==> src/rtl/snake_pkg.sv <==
// Shared definitions for the snake game: direction encoding, the 180-degree
// reversal helper and the button-to-direction request decode.
package snake_pkg;

  typedef logic [1:0] dir_t;

  localparam dir_t DIR_UP    = 2'b00;
  localparam dir_t DIR_RIGHT = 2'b01;
  localparam dir_t DIR_DOWN  = 2'b10;
  localparam dir_t DIR_LEFT  = 2'b11;

  localparam int unsigned NUM_BUTTONS = 3;

  // Button 2 always means DOWN; buttons 1 and 0 form a two-bit chord.
  localparam int unsigned BTN_DOWN = 2;

  typedef struct packed {
    logic valid;
    dir_t dir;
  } dir_req_t;

  // Flipping bit 1 maps UP<->DOWN and RIGHT<->LEFT.
  function automatic dir_t opposite(input dir_t d);
    return d ^ 2'b10;
  endfunction

  // press is a one-cycle pulse per button, level the debounced (active-low)
  // levels in the same cycle. Any press yields a valid request.
  function automatic dir_req_t decode_request(input logic [NUM_BUTTONS-1:0] press,
                                              input logic [NUM_BUTTONS-1:0] level);
    dir_req_t req;
    req.valid = |press;
    req.dir   = DIR_UP;
    if (press[BTN_DOWN]) begin
      req.dir = DIR_DOWN;
    end else begin
      unique case (level[1:0])
        2'b00:   req.dir = DIR_UP;
        2'b01:   req.dir = DIR_LEFT;   // only button 1 held
        2'b10:   req.dir = DIR_RIGHT;  // only button 0 held
        default: req.dir = DIR_UP;     // no button held; a press cannot produce this
      endcase
    end
    return req;
  endfunction

endpackage

==> src/rtl/snake_input_ctrl_if.sv <==
// Button/pause inputs and tick/direction outputs of the snake input stage.
// master drives the buttons and consumes tick/dir; slave is the input stage.
interface snake_input_ctrl_if;
  import snake_pkg::*;

  logic [NUM_BUTTONS-1:0] button;   // raw, active-low, asynchronous
  logic                   pause;
  logic                   tick;
  dir_t                   dir;
  logic                   dir_rej;
  logic [NUM_BUTTONS-1:0] btn_db;   // debounced, active-low

  modport master (
    output button,
    output pause,
    input  tick,
    input  dir,
    input  dir_rej,
    input  btn_db
  );

  modport slave (
    input  button,
    input  pause,
    output tick,
    output dir,
    output dir_rej,
    output btn_db
  );

endinterface

==> src/rtl/snake_debounce.sv <==
// One push button: 2-flop synchroniser, stability counter and falling-edge
// detect on the debounced level. level is active-low like the raw input.
module snake_debounce #(
  parameter int unsigned DEBOUNCE_CYCLES = 500000
) (
  input  logic clk,
  input  logic rst,
  input  logic raw,
  output logic level,
  output logic fall_pulse
);

  localparam int unsigned CntW = (DEBOUNCE_CYCLES > 1) ? $clog2(DEBOUNCE_CYCLES) : 1;
  localparam logic [CntW-1:0] CntMax = CntW'(DEBOUNCE_CYCLES - 1);

  logic [1:0]      r_sync;
  logic            w_synced;
  logic [CntW-1:0] r_cnt;
  logic [CntW-1:0] w_cnt_d;
  logic            r_level;
  logic            w_level_d;
  logic            r_fall;
  logic            w_fall_d;

  assign w_synced = r_sync[1];

  // Bring the asynchronous raw level into the clk domain; idle level is high.
  always_ff @(posedge clk) begin
    if (!rst) begin
      r_sync <= 2'b11;
    end else begin
      r_sync <= {r_sync[0], raw};
    end
  end

  // Accept a new level only after it has differed from the current one for
  // DEBOUNCE_CYCLES consecutive cycles; any agreement restarts the count.
  always_comb begin
    w_cnt_d   = r_cnt;
    w_level_d = r_level;
    if (w_synced == r_level) begin
      w_cnt_d = '0;
    end else if (r_cnt == CntMax) begin
      w_level_d = w_synced;
      w_cnt_d   = '0;
    end else begin
      w_cnt_d = r_cnt + 1'b1;
    end
    w_fall_d = r_level & ~w_level_d;
  end

  // Debounce state and the press pulse, aligned with the first low level cycle.
  always_ff @(posedge clk) begin
    if (!rst) begin
      r_cnt   <= '0;
      r_level <= 1'b1;
      r_fall  <= 1'b0;
    end else begin
      r_cnt   <= w_cnt_d;
      r_level <= w_level_d;
      r_fall  <= w_fall_d;
    end
  end

  assign level      = r_level;
  assign fall_pulse = r_fall;

endmodule

==> src/rtl/snake_input_ctrl.sv <==
// Upstream stage of the snake game core: debounces the three buttons, turns
// presses into a pending direction request, generates the step tick and
// commits the request on each tick unless it would reverse the snake.
module snake_input_ctrl
  import snake_pkg::*;
#(
  parameter int unsigned DEBOUNCE_CYCLES = 500000,
  parameter int unsigned TICK_DIV        = 67108864,
  parameter dir_t        INIT_DIR        = DIR_LEFT
) (
  input  logic               clk,
  input  logic               rst,
  snake_input_ctrl_if.slave  ctrl
);

  localparam int unsigned TickW = (TICK_DIV > 1) ? $clog2(TICK_DIV) : 1;
  localparam logic [TickW-1:0] TickMax = TickW'(TICK_DIV - 1);

  logic [NUM_BUTTONS-1:0] w_button;
  logic [NUM_BUTTONS-1:0] w_btn_db;
  logic [NUM_BUTTONS-1:0] w_press;
  dir_req_t               w_req;

  logic [TickW-1:0] r_tick_cnt;
  logic [TickW-1:0] w_tick_cnt_d;
  logic             w_commit;
  logic             r_tick;

  logic r_pend_valid;
  logic w_pend_valid_d;
  dir_t r_pend_dir;
  dir_t w_pend_dir_d;
  dir_t r_dir;
  dir_t w_dir_d;
  logic r_dir_rej;
  logic w_dir_rej_d;

  assign w_button = ctrl.button;

  for (genvar g = 0; g < NUM_BUTTONS; g++) begin : g_btn
    snake_debounce #(
      .DEBOUNCE_CYCLES (DEBOUNCE_CYCLES)
    ) u_debounce (
      .clk        (clk),
      .rst        (rst),
      .raw        (w_button[g]),
      .level      (w_btn_db[g]),
      .fall_pulse (w_press[g])
    );
  end

  assign w_req = decode_request(w_press, w_btn_db);

  // Step counter 0..TICK_DIV-1; pause freezes it so the remaining count resumes.
  always_comb begin
    w_commit     = !ctrl.pause && (r_tick_cnt == TickMax);
    w_tick_cnt_d = r_tick_cnt;
    if (!ctrl.pause) begin
      w_tick_cnt_d = w_commit ? '0 : r_tick_cnt + 1'b1;
    end
  end

  // Commit the pending request on the tick edge; a press on that same edge
  // becomes the next pending request, so the set takes priority over the clear.
  always_comb begin
    w_pend_valid_d = r_pend_valid;
    w_pend_dir_d   = r_pend_dir;
    w_dir_d        = r_dir;
    w_dir_rej_d    = 1'b0;
    if (w_commit && r_pend_valid) begin
      if (r_pend_dir == opposite(r_dir)) begin
        w_dir_rej_d = 1'b1;
      end else begin
        w_dir_d = r_pend_dir;
      end
      w_pend_valid_d = 1'b0;
    end
    if (w_req.valid) begin
      w_pend_valid_d = 1'b1;
      w_pend_dir_d   = w_req.dir;
    end
  end

  // Tick, request and direction state.
  always_ff @(posedge clk) begin
    if (!rst) begin
      r_tick_cnt   <= '0;
      r_tick       <= 1'b0;
      r_pend_valid <= 1'b0;
      r_pend_dir   <= INIT_DIR;
      r_dir        <= INIT_DIR;
      r_dir_rej    <= 1'b0;
    end else begin
      r_tick_cnt   <= w_tick_cnt_d;
      r_tick       <= w_commit;
      r_pend_valid <= w_pend_valid_d;
      r_pend_dir   <= w_pend_dir_d;
      r_dir        <= w_dir_d;
      r_dir_rej    <= w_dir_rej_d;
    end
  end

  assign ctrl.tick    = r_tick;
  assign ctrl.dir     = r_dir;
  assign ctrl.dir_rej = r_dir_rej;
  assign ctrl.btn_db  = w_btn_db;

  // The game core relies on these: a rejection always rides on a tick, and
  // dir only moves in a tick cycle outside of reset.
  a_rej_with_tick : assert property (@(posedge clk) disable iff (!rst)
    ctrl.dir_rej |-> ctrl.tick);
  a_dir_on_tick : assert property (@(posedge clk) disable iff (!rst)
    ($past(rst) && (ctrl.dir != $past(ctrl.dir))) |-> ctrl.tick);

endmodule

==> src/flat_wrapper.sv <==
// flat-port wrapper written by rule: the top's interface ports become plain ports
module snake_input_ctrl_flat import snake_pkg::*;
#(
  parameter int unsigned DEBOUNCE_CYCLES = 500000,
  parameter int unsigned TICK_DIV        = 67108864,
  parameter dir_t        INIT_DIR        = DIR_LEFT
)
  (clk, rst, ctrl_button, ctrl_pause, ctrl_tick, ctrl_dir, ctrl_dir_rej, ctrl_btn_db);
  snake_input_ctrl_if ctrl_i ();
  input  logic clk;
  input  logic rst;
  input wire logic [$bits(ctrl_i.button)-1:0] ctrl_button;
  input wire logic [$bits(ctrl_i.pause)-1:0] ctrl_pause;
  output wire logic [$bits(ctrl_i.tick)-1:0] ctrl_tick;
  output wire logic [$bits(ctrl_i.dir)-1:0] ctrl_dir;
  output wire logic [$bits(ctrl_i.dir_rej)-1:0] ctrl_dir_rej;
  output wire logic [$bits(ctrl_i.btn_db)-1:0] ctrl_btn_db;
  assign ctrl_i.button = ctrl_button;
  assign ctrl_i.pause = ctrl_pause;
  assign ctrl_tick = ctrl_i.tick;
  assign ctrl_dir = ctrl_i.dir;
  assign ctrl_dir_rej = ctrl_i.dir_rej;
  assign ctrl_btn_db = ctrl_i.btn_db;
  snake_input_ctrl #(.DEBOUNCE_CYCLES(DEBOUNCE_CYCLES), .TICK_DIV(TICK_DIV), .INIT_DIR(INIT_DIR)) u_core (.clk(clk), .rst(rst), .ctrl(ctrl_i));
endmodule
==> config.mk <==
export PLATFORM = sky130hd
export DESIGN_NAME = snake_input_ctrl_flat
export DESIGN_NICKNAME = d
export VERILOG_FILES = /design/src/rtl/snake_pkg.sv /design/src/rtl/snake_input_ctrl_if.sv /design/src/rtl/snake_debounce.sv /design/src/rtl/snake_input_ctrl.sv /design/src/flat_wrapper.sv
export SDC_FILE = /design/constraint.sdc
export NUM_CORES = 1
export LEC_CHECK = 0
export CAP_MARGIN = 10
export CORE_ASPECT_RATIO = 1.4
export CORE_MARGIN = 5
export CORE_UTILIZATION = 55
export CTS_CLUSTER_DIAMETER = 60
export DETAILED_ROUTE_END_ITERATION = 6
export MAX_ROUTING_LAYER = met4
export PLACE_DENSITY_LB_ADDON = 0.3
export SETUP_SLACK_MARGIN = 0.2
export SLEW_MARGIN = 10
export SYNTH_ARGS = -nofsm -noshare
export SYNTH_HDL_FRONTEND = slang
export SYNTH_SLANG_ARGS = --single-unit
==> constraint.sdc <==
create_clock -name clk -period 2 [get_ports clk]
set_input_delay 0.3 -clock clk [delete_from_list [all_inputs] [get_ports clk]]
set_output_delay 0.3 -clock clk [all_outputs]
set_load 0.05 [all_outputs]
---- After elaboration in Yosys (flattened, before gate mapping) ----
Cells that the tools add are included.
operators by class
  $add $sub $neg .......................... 4
  multipliers ............................. 0
  divide/modulo/power cells ............... 0
  $lt $le $gt $ge ......................... 0
  equality and inequality tests ........... 10
  shifts and indexed selects .............. 0
  muxes and demuxes ....................... 12
  bitwise logic cells ..................... 9
  reductions and logical operators ........ 10
operators by type and width
  operator               number
  $add 19x1->19 const B  3
  $eq 19x19->1 const B   3
  $add 26x1->26 const B  1
  $eq 26x26->1 const B   1
  $mux 26                1
  $reduce_or 3->1        4
  $mux 1                 9
  $not 1->1              6
  $pmux 2 s2             1
  $reduce_and 2->1       2
  $and 1x1->1            3
  $eq 1x1->1             3
  $eq 2x1->1 const B     1
  $eq 2x2->1             1
  $eq 2x2->1 const B     1
  $logic_and 1x1->1      2
  $mux 2                 1
  $reduce_bool 2->1      1
  $logic_not 1->1        1
word-level totals
  bits in registers ....................... 102
  latch bits .............................. 0
  RAM bits ................................ 0
  bits in read-only memories .............. 0
  bits of input ports ..................... 6
  output and inout bits ................... 7
  logic and storage cells ................. 63
  memories ................................ 0

---- Depth between registers and ports, before layout ----
Gate-level depths: netlist of the first run.
  depth in word-level cells ............... 5
  depth in mapped cells ................... 7
  mapped depth without buffers ............ 5

---- Modules after synthesis ----
From an unflattened synthesis of the first run, not the netlist that was laid out.
second synthesis, totals
  cells, all modules ...................... 516
  area total of the unflattened synthesis .. 4630.7 um^2
modules (own cells, without submodules)
  module            times used  cells an instance  area each (um^2)  seq. area each (um^2)
  snake_debounce    3           110                999.7             460.4
  snake_input_ctrl  1           186                1631.6            660.6

---- Worst setup path after synthesis of the first run ----
OpenSTA, ideal clock, no wires.
  kind .................................... reg2reg
  start ................................... register u_core.g_btn[0].u_debounce.r_cnt[0]
  end ..................................... register u_core.g_btn[0].u_debounce.r_cnt[10]
  library setup time ...................... 0.115 ns
  arrival time ............................ 1.758 ns
  required time ........................... 1.885 ns
  setup slack ............................. 0.127 ns
  cell stages (with the launch flop) ...... 8
  path buffers ............................ 2
  clock period less this slack ............ 1.873 ns
  cells stage by stage .................... dfxtp_1 ha_1 clkbuf_1 nand3_1 or3_1 o21bai_2 buf_4 nor2_1
on the way
  longest elaborated chain between the ends .. 2
  elaborated cells between the ends (all ways) .. 3
  those cells by class .................... 1 x add/sub; 1 x eq/ne; 1 x reduce/logical
RTL lines
  element                                                line                  source
  start: declaration                                     snake_debounce.sv:18  logic [CntW-1:0] r_cnt;
  start signal: assignment                               snake_debounce.sv:59  r_cnt <= w_cnt_d;
  branches (longest 2 deep; another with $add 19x1->19)  n/a
Parallel ways; which one is timed is not known.
A chain may end at the register's enable or synchronous reset.

---- Final worst setup path of the first run ----
  start ................................... register u_core.r_tick_cnt[0]
  end ..................................... register u_core.r_tick_cnt[21]
on the way
  longest elaborated chain between the ends .. 3
  elaborated cells between the ends (all ways) .. 4
  those cells by class .................... 1 x add/sub; 1 x eq/ne; 1 x mux; 1 x reduce/logical
RTL lines
  element                                                line                    source
  start: declaration                                     snake_input_ctrl.sv:24  logic [TickW-1:0] r_tick_cnt;
  start signal: assignment                               snake_input_ctrl.sv:94  r_tick_cnt <= w_tick_cnt_d;
  branches (longest 2 deep; another with $add 26x1->26)  n/a
  $mux 26 (*)                                            snake_input_ctrl.sv:59  w_tick_cnt_d = w_commit ? '0 : r_tick_cnt + 1'b1;
Every way passes the cells marked *.

==> impl_metrics.json, run 1 <==
{
  "syn-cell-area_sq_mm": 0.00463,
  "cp_num_buf_inv": 3,
  "ant_nets": 0,
  "slew_violations": 0,
  "hpwlAfterDp_mm": 6.58,
  "cts_inserted_buffers": 9,
  "grt_max_degree": 24,
  "netlist_top_cells_area": "dfxtp_1 44%, xnor2_1 5.7%, nor2_1 5.6%",
  "fp-row-count": 39,
  "critPathTopFamily": "buffers and inverters",
  "fmax_mhz": 565,
  "worst_ep_required_time_ns": 2.23,
  "ys_types": 51,
  "drtPass1Iterations": 5,
  "grt_pass1_wl_mm": 16.4,
  "diodes": 0,
  "skew_ns": 0.00798,
  "crit_arrival_ns": 2.00,
  "cts.path.max_buffers": 2,
  "synth_seq_area_share_pct": 44.1,
  "rsz0062_at_grt": "yes",
  "ys_top_cells_by_count": "102 x dfxtp_1, 69 x nor2_1, 35 x nand3_1",
  "period_needed_ns": 1.77,
  "clock_latency_ns": 0.34,
  "tritoncts": "built",
  "crit_end": "u_core.r_tick_cnt[21]$_SDFFE_PN0N_",
  "end_kind": "register",
  "pre_cts_ws_ns": -0.0428,
  "hold_buffers": 0,
  "critical_path.slowest_cell": "dfxtp_4",
  "io_buffer_count": 12,
  "worstReg2RegEnd": "u_core.r_tick_cnt[21]$_SDFFE_PN0N_",
  "ys_ff_latch": 102,
  "drive_gt1_share_pct": 15.4,
  "pwr_density_cell_mw_per_mm2": 715,
  "die-area_sq_mm": 0.0104,
  "switching_share_pct": 21.5,
  "area_delta_synth_final_pct": 18.6,
  "synth_top_area_share_pct": 44.1,
  "grt_use_total_pct": 19.6,
  "hp-class": "reg -> reg",
  "syn-num-nets": 536,
  "cpPeakStageDelay_ns": 0.37,
  "seqPwrFrac_pct": 52.3,
  "yosysWarningCount": 0,
  "path_class": "reg -> reg",
  "relSlewSlack_pct": 66.6,
  "synth_cells": 525,
  "hold-worst-slack_ns": 0.410,
  "die_w_um": 87.5,
  "p_leak_nw": 1.71,
  "setup_slack_ns": 0.229,
  "comb_power_share_pct": 2.4,
  "max_cap_viol_count": 0,
  "tightest_slew_ns": 0.499,
  "drt-initial-drc-count": 235,
  "first_global_vias": 3829,
  "tns_ns": 0,
  "reg2reg_from": "u_core.r_tick_cnt[0]$_SDFFE_PN0N_",
  "period_share_pct": 88.5,
  "async_flop_share_pct": 0,
  "outcome": "complete, no violations",
  "clk_pin_slew_ns": 0.07,
  "cts-root-buf": "clkbuf_16",
  "fp.dieH_um": 119,
  "cts_sinks": 102,
  "viasPerCell": 5.91,
  "synth_edf_count": 0,
  "gp_congestion": 0.851,
  "antenna_found_initial": 0,
  "h-tree-depth": 3,
  "p_int_mw": 3.08,
  "worstPathMaxFanout": 8,
  "p_clk_share_pct": 45.4,
  "worst_r2r_path_depth": 8,
  "start_kind": "register",
  "setup_viol": 0,
  "synth_most_common_cell": "dfxtp_1",
  "startpoint": "u_core.r_tick_cnt[0]$_SDFFE_PN0N_",
  "layout.nets": 570,
  "crit_path_cell_trace": "ha_4 -> and4b_1 -> nand4_2 -> buf_6 -> o31ai_4 -> buf_4 -> clkbuf_16 -> a21oi_1",
  "fp.coreArea_sq_mm": 0.00820,
  "synth_ff_type": "dfxtp_1",
  "stdcell_count": 666,
  "top_level_ports": 13,
  "dp_cells": 640,
  "power_switching_uw": 841,
  "wl_per_cell_um": 14.4,
  "vias": 3938,
  "hold_viol": 0,
  "path_depth": 8,
  "synth.avg_cell_area_sq_um": 8.81,
  "gr-total-overflow": 0,
  "nFillCells": 678,
  "yosysTopAreaCell": "dfxtp_1",
  "start_util_pct": 56.4,
  "wl_mm": 9.58,
  "fin_util_pct": 66.9,
  "r2r_slack_ns": 0.23,
  "ir_drop_mv": 0.484,
  "drcViolationCount": 0
}
[registers in the layout, indices dropped and copies added (netlist names)]
signal / cells
u_core.ctrl.dir_rej: 1
u_core.r_pend_dir: 2
u_core.g_btn.u_debounce.r_sync: 6
u_core.ctrl.tick: 1
u_core.g_btn.u_debounce.fall_pulse: 3
u_core.r_tick_cnt: 26
u_core.g_btn.u_debounce.level: 3
u_core.r_pend_valid: 1
u_core.g_btn.u_debounce.r_cnt: 57
u_core.ctrl.dir: 2
[per-stage QoR]
| stage | cell area (sq um) | total power [mW] |
|---|---|---|
| CTS | 5300 | 3.94 |
| global route | 5480 | 4.05 |
| finish | 5480 | 3.92 |
| global placement | 4980 | 2.17 |
| detailed placement | 4980 | 2.17 |
| floorplan | 4630 | 2.13 |
[layer usage]
metal / wire length [um] / global-route usage, % / vias up
li1: - / - / 1961
met1: 4020 / 22.4 / 1875
met2: 4970 / 32.6 / 75
met3: 296 / 2.78 / 27
met4: 294 / 10.4 / 0
met5: 0 / - / -
[cells by family after synthesis]
group,share of synthesized area [%]
multiplexers,0.216
adder cells (fa/ha/maj),1.35
AND/OR/NAND/NOR,30.7
flip-flops,44.1
AO/OA/AOI/OAI,9.41
XOR/XNOR,10.6
buffers and inverters,3.57
[layout make-up]
cell class	count	area [sq um]	share of cell area [%]
multi-input combinational	388	2490	45.4
sequential	102	2060	37.6
timing repair buffer	44	447	8.15
clock buffer	9	225	4.11
tap	102	128	2.33
clock inverter	7	77.6	1.41
inverter	14	52.6	0.958
[layout by cell type, fill, tap and decap left out, types with 7 or more instances in the layout]
cell,count
o21ai_0,16
nor3_1,10
xor2_1,26
dfxtp_2,7
or3_1,12
nor2_1,69
xnor2_1,30
and4_1,8
nand4_1,26
clkbuf_16,11
and3_1,7
dfxtp_1,92
or4_1,12
nand3_1,31
nand2_1,30
clkdlybuf4s50_1,7
inv_1,14
a21oi_1,22
nor4_1,14
o31ai_1,14
buf_4,24
[what timing repair did]
action	CTS	global route
resized for setup	11	29
setup endpoints to repair	8	32
gates cloned	0	2
pin swaps	1	7
setup buffers	1	7
[how the worst min path moves through the flow]
stage                                                          from                                         endpoint  cells after the start
global route        u_core.g_btn[2].u_debounce.r_sync[0]$_SDFF_PN1_  u_core.g_btn[2].u_debounce.r_sync[1]$_SDFF_PN1_                      1
CTS                 u_core.g_btn[2].u_debounce.r_sync[0]$_SDFF_PN1_  u_core.g_btn[2].u_debounce.r_sync[1]$_SDFF_PN1_                      1
detailed placement  u_core.g_btn[1].u_debounce.r_sync[0]$_SDFF_PN1_  u_core.g_btn[1].u_debounce.r_sync[1]$_SDFF_PN1_                      1
finish              u_core.g_btn[2].u_debounce.r_sync[0]$_SDFF_PN1_  u_core.g_btn[2].u_debounce.r_sync[1]$_SDFF_PN1_                      1
floorplan           u_core.g_btn[0].u_debounce.r_sync[0]$_SDFF_PN1_  u_core.g_btn[0].u_debounce.r_sync[1]$_SDFF_PN1_                      1
global placement    u_core.g_btn[2].u_debounce.r_sync[0]$_SDFF_PN1_  u_core.g_btn[2].u_debounce.r_sync[1]$_SDFF_PN1_                      1
[power groups by stage]
stage	Clock [mW]	Combinational, mW	Sequential, mW
final	1.78	0.0938	2.05
after global routing	1.90	0.103	2.05
after CTS	1.81	0.0770	2.05
after detailed placement	0	0.0767	2.09
after global placement	0	0.0751	2.09
after floorplan	0	0.0389	2.09
Note: power is estimated with default switching activity, not from simulation.
==> inputs of run 2 (changes only) <==
- CORE_UTILIZATION: 55 -> 64
- clock period: 2 -> 2.2 ns (I/O delays scaled with it)
==> run 2 against run 1 <==
Net effect:
- sequential power down 9%
- first-iteration DRC count is 13% higher
- power is 20% lower
- utilization grew 5.6 points
- cell area is 7.1% lower
- critical path type is now reg -> out
- critical endpoint is now ctrl_dir[0]
- highest routed layer unchanged
==> impl_metrics.json, run 2 (synthesized netlist as in run 1, its figures left out) <==
{
  "outcome": "complete, no violations",
  "hpwlAfterDp_mm": 6.53,
  "largest_register": "u_core.g_btn.u_debounce.r_cnt",
  "setup_viol": 0,
  "critical_path.slowest_cell": "clkdlybuf4s50_1",
  "cts_sinks": 102,
  "drtPass1Iterations": 4,
  "grt_util_met3_pct": 4.32,
  "gr-total-overflow": 0,
  "die_w_um": 81.9,
  "wl_per_cell_um": 14.4,
  "critPathTopFamily": "buffers and inverters",
  "cp_num_buf_inv": 1,
  "io_buffer_count": 12,
  "tightest_slew_ns": 0.509,
  "antenna_found_initial": 0,
  "drt-initial-drc-count": 266,
  "layout.nets": 552,
  "cpPeakStageDelay_ns": 0.83,
  "fp.coreArea_sq_mm": 0.00703,
  "ir_drop_mv": 0.494,
  "worst_ep_required_time_ns": 1.87,
  "drcViolationCount": 0,
  "start_util_pct": 65.8,
  "max_cap_viol_count": 0,
  "largest_reg_flops": 57,
  "power_mw": 3.15,
  "reg_top3": "u_core.g_btn.u_debounce.r_cnt x57, u_core.r_tick_cnt x26, u_core.g_btn.u_debounce.r_sync x6",
  "busiest_layer": "met2",
  "grt_use_met1_pct": 26.3,
  "crit_path_cell_trace": "clkdlybuf4s50_1",
  "cts_setup_buffers": 0,
  "crit_arrival_ns": 1.61,
  "nFillCells": 534,
  "cts.path.max_buffers": 2,
  "cts_inserted_buffers": 9,
  "period_share_pct": 88.4,
  "hold_viol": 0,
  "cts_resized": 2,
  "end_kind": "output pin",
  "dpl_cell_area_sq_mm": 0.00487,
  "grt_max_degree": 20,
  "slew_violations": 0,
  "clock_latency_ns": 0.37,
  "hold_buffers": 0,
  "skew_ns": 0.00663,
  "relSlewSlack_pct": 65.2,
  "tritoncts": "built",
  "viasPerCell": 5.89,
  "grt_use_total_pct": 22.8,
  "diodes": 0,
  "drive_gt1_share_pct": 7.69,
  "pwr_density_cell_mw_per_mm2": 618,
  "fmax_mhz": 514,
  "mostFrequentLayoutCells": "102 x dfxtp_1, 69 x nor2_1, 34 x nand3_1",
  "stdcell_area_sq_mm": 0.00509,
  "top_level_ports": 13,
  "period_needed_ns": 1.94,
  "start_kind": "register",
  "dp_cells": 625,
  "stdcell_count": 641,
  "cts-root-buf": "clkbuf_8",
  "layout_commonest_cell": "dfxtp_1",
  "area_delta_synth_final_pct": 10.1,
  "rsz0062_at_grt": "no",
  "vias": 3774,
  "path_class": "reg -> out",
  "fp-row-count": 36,
  "first_global_vias": 3808,
  "grt_pass1_wl_mm": 16.2,
  "ant_nets": 0,
  "clk_pin_slew_ns": 0.10,
  "h-tree-depth": 3,
  "worstPathMaxFanout": 3,
  "p_leak_nw": 1.55,
  "die-area_sq_mm": 0.00905,
  "use_met2_pct": 37.2,
  "hp-class": "reg -> reg",
  "wl_mm": 9.25,
  "gp_congestion": 0.880,
  "fp.dieH_um": 111
}
## run 2: final cells by class
type | count | area [sq um] | share of cell area (%)
multi-input cells | 388 | 2430 | 47.8
inverters | 14 | 52.6 | 1.03
repair buffers | 26 | 241 | 4.74
well taps | 95 | 119 | 2.33
clock buffers | 11 | 141 | 2.78
clock inverters | 5 | 63.8 | 1.25
flip-flops and latches | 102 | 2040 | 40.1
## run 2: worst paths after layout
path	depth (start not counted)	endpoint	from	slack (ns)
worst max-delay path	1	ctrl_dir[0]	u_core.ctrl.dir[0]$_SDFFE_PN1P_	0.26
worst min-delay path	1	u_core.g_btn[2].u_debounce.r_sync[1]$_SDFF_PN1_	u_core.g_btn[2].u_debounce.r_sync[0]$_SDFF_PN1_	0.42
worst max register to register	4	u_core.g_btn[2].u_debounce.level$_SDFF_PN1_	u_core.g_btn[2].u_debounce.r_cnt[15]$_SDFF_PP0_	0.34
worst min register to register	1	u_core.g_btn[2].u_debounce.r_sync[1]$_SDFF_PN1_	u_core.g_btn[2].u_debounce.r_sync[0]$_SDFF_PN1_	0.42
## run 2: worst register-to-register path: stages, from the launching register on
cell	delay, ns
dfxtp_1	0.40
nand3_1	0.15
or4b_4	0.58
o31a_2	0.36
a211o_1	0.26
## run 2: metal layers
metal	routed length (um)	part of all wire, %
met1	3990	43
met4	229	2.5
met2	4730	51
met3	300	3.2
met5	0	0
## run 2: per-stage QoR
stage	setup slack [ns]	util, %	hold WS [ns]	TNS [ns]
floorplan	0.327	-	0.386	0
global placement	0.119	69.3	0.394	0
detailed placement	-0.00472	69.3	0.399	-0.00472
CTS	0.201	72.3	0.425	0
global route	0.210	72.5	0.454	0
finish	0.256	72.5	0.422	0
## run 2: power by group
group	switching [mW]	internal, mW	total (mW)
Clock	0.652	0.570	1.22
Sequential	0.00726	1.85	1.86
Combinational	0.0343	0.0299	0.0643
Total	0.694	2.45	3.15
==> inputs of run 3 (changes only) <==
- CELL_PAD_IN_SITES_DETAIL_PLACEMENT: unset -> 1
- CELL_PAD_IN_SITES_GLOBAL_PLACEMENT: unset -> 1
- CORE_UTILIZATION: 64 -> 51
- SYNTH_HIERARCHICAL: unset -> 1
==> run 3 against run 2 <==
Net effect:
- count of clock-buffer cells in the layout up 1
- routed wire length up 19%
- clock power up 34%
- critical path depth up 4
- die area up 23%
- sequential power about the same
- combinational power up 16%
- sequential share of layout area down 1.7 points
- worst setup slack better by 0.0013 ns
- sequential cell count unchanged
- critical path type is now reg -> reg
- highest routed layer unchanged
==> impl_metrics.json, run 3 <==
{
  "outcome": "complete, no violations",
  "skew_ns": 0.00955,
  "max_cap_viol_count": 0,
  "ys_types": 48,
  "setup_viol": 0,
  "grt_use_total_pct": 20.7,
  "fmax_mhz": 515,
  "seqCellArea_sq_mm": 0.00204,
  "netlist_top_cells_area": "dfxtp_1 44%, xnor2_1 7.2%, nor2_1 5.5%",
  "fin_util_pct": 59.6,
  "gp_congestion": 0.818,
  "dpl_cell_area_sq_mm": 0.00494,
  "multi_input_area_sq_mm": 0.00241,
  "fp-row-count": 41,
  "async_flop_share_pct": 0,
  "end_kind": "register",
  "cts.path.max_buffers": 2,
  "vias": 3886,
  "hpwlAfterDp_mm": 7.83,
  "die-area_sq_mm": 0.0111,
  "start_util_pct": 51.9,
  "hp-class": "reg -> reg",
  "ant_nets": 0,
  "clk_pin_slew_ns": 0.07,
  "tightest_slew_ns": 0.588,
  "layout_commonest_cell": "dfxtp_1",
  "synth_most_common_cell": "dfxtp_1",
  "viasPerCell": 5.91,
  "synth_top_area_share_pct": 44.1,
  "largest_reg_flops": 57,
  "stdcell_area_sq_mm": 0.00532,
  "nFillCells": 1042,
  "ys_ff_latch": 102,
  "h-tree-depth": 3,
  "syn-num-nets": 527,
  "hold-worst-slack_ns": 0.414,
  "stdcell_count": 658,
  "first_global_vias": 4090,
  "rsz0062_at_grt": "no",
  "worst_r2r_path_depth": 5,
  "crit_arrival_ns": 2.16,
  "slew_violations": 0,
  "whs_endpoint": "u_core/g_btn[0].u_debounce/r_sync[1]$_SDFF_PN1_",
  "fp.dieH_um": 123,
  "p_leak_nw": 1.68,
  "period_needed_ns": 1.94,
  "io_buffer_count": 12,
  "syn-cell-area_sq_mm": 0.00463,
  "tritoncts": "built",
  "grt_max_degree": 25,
  "cts_inserted_buffers": 9,
  "die_w_um": 90.5,
  "synth_ff_type": "dfxtp_1",
  "reg_top3": "u_core/g_btn.u_debounce/r_cnt x57, u_core/r_tick_cnt x26, u_core/g_btn.u_debounce/r_sync x6",
  "cts-root-buf": "clkbuf_16",
  "area_delta_synth_final_pct": 14.9,
  "synth.avg_cell_area_sq_um": 8.97,
  "ys_top_cells_by_count": "102 x dfxtp_1, 68 x nor2_1, 40 x nand3_1",
  "path_class": "reg -> reg",
  "antenna_found_initial": 0,
  "cts_sinks": 102,
  "reg2reg_from": "u_core/g_btn[2].u_debounce/r_cnt[12]$_SDFF_PP0_",
  "drcViolationCount": 0,
  "clock_latency_ns": 0.34,
  "diodes": 0,
  "dp_cells": 639,
  "top_level_ports": 13,
  "relSlewSlack_pct": 60.4,
  "synth_edf_count": 0,
  "gr-total-overflow": 0,
  "drive_gt1_share_pct": 11.6,
  "fp.coreArea_sq_mm": 0.00893,
  "hold_viol": 0,
  "drtPass1Iterations": 4,
  "wl_per_cell_um": 16.7,
  "min_delay_path_depth": 1,
  "yosysWarningCount": 6,
  "drt-initial-drc-count": 134,
  "largest_register": "u_core/g_btn.u_debounce/r_cnt",
  "ir_drop_mv": 0.567,
  "start_kind": "register",
  "tns_ns": 0,
  "r2r_slack_ns": 0.26,
  "worst_ep_required_time_ns": 2.42,
  "period_share_pct": 88.3,
  "worstReg2RegEnd": "u_core/g_btn[2].u_debounce/r_cnt[18]$_SDFF_PP0_",
  "synth_cells": 516,
  "yosysTopAreaCell": "dfxtp_1",
  "wl_mm": 11.0,
  "worstPathMaxFanout": 19,
  "pwr_density_cell_mw_per_mm2": 673,
  "grt_pass1_wl_mm": 18.6,
  "synth_seq_area_share_pct": 44.1,
  "mostFrequentLayoutCells": "102 x dfxtp_1, 68 x nor2_1, 38 x xnor2_1",
  "layout.nets": 558,
  "hold_start": "u_core/g_btn[0].u_debounce/r_sync[0]$_SDFF_PN1_"
}
==> run 3: stage by stage <==
| step | worst slack, ns | power, mW |
|---|---|---|
| floorplan | 0.335 | 1.95 |
| global placement | 0.220 | 1.98 |
| detailed placement | 0.168 | 1.98 |
| CTS | 0.207 | 3.61 |
| global route | 0.203 | 3.69 |
| finish | 0.257 | 3.58 |
==> run 3: how the worst max path moves through the flow <==
stage,endpoint,start,cells past startpoint
finish,u_core/g_btn[2].u_debounce/r_cnt[18]$_SDFF_PP0_,u_core/g_btn[2].u_debounce/r_cnt[12]$_SDFF_PP0_,5
global route,u_core/r_tick_cnt[20]$_SDFFE_PN0N_,u_core/r_tick_cnt[0]$_SDFFE_PN0N_,6
CTS,u_core/g_btn[0].u_debounce/r_cnt[14]$_SDFF_PP0_,u_core/g_btn[0].u_debounce/r_cnt[12]$_SDFF_PP0_,5
detailed placement,u_core/r_tick_cnt[19]$_SDFFE_PN0N_,ctrl_pause,6
global placement,u_core/r_tick_cnt[19]$_SDFFE_PN0N_,ctrl_pause,6
floorplan,u_core/g_btn[0].u_debounce/r_cnt[10]$_SDFF_PP0_,u_core/g_btn[0].u_debounce/r_cnt[12]$_SDFF_PP0_,5
==> run 3: layout make-up <==
type | instances | area share (%)
Clock buffer | 12 | 5.01
Clock inverter | 3 | 0.799
Inverter | 25 | 1.76
Multi-Input combinational cell | 375 | 45.4
Sequential cell | 102 | 38.4
Tap cell | 107 | 2.52
Timing Repair Buffer | 34 | 6.18
==> run 3: report_power, final <==
group	internal, mW	switching (mW)
Clock	0.967	0.675
Sequential	1.86	0.00954
Combinational	0.0327	0.0417
==> run 3: timing repair <==
item | 4_1_cts | 5_1_grt
hold buffers | 0 | 0
gates resized for setup | 1 | 8
endpoints found under the setup margin | 1 | 36
pin swaps | 0 | 1
buffers inserted | 0 | 4
==> run 3: cells by family after synthesis <==
family,after synthesis,synth area share [%]
simple gates,250,29.5
flops,102,44.1
compound gates,63,9.86
xor+xnor,57,10.8
buf+inv,39,4.46
fa+ha+maj,5,1.35
==> run 3: routing by layer <==
layer  vias up  wire, um  GRT usage, %
met3        20       175          2.82
met2        44      6360          39.8
met1      1916      4270          20.5
met4         0       197          9.03
li1       1906         -             -
met5         -         0             -
==> run 3: critical path, stage by stage, from the launching register on <==
cell,delay (ns)
dfxtp_1,0.36
or4b_1,0.56
or4_4,0.46
o211ai_4,0.20
buf_12,0.18
a21oi_1,0.06
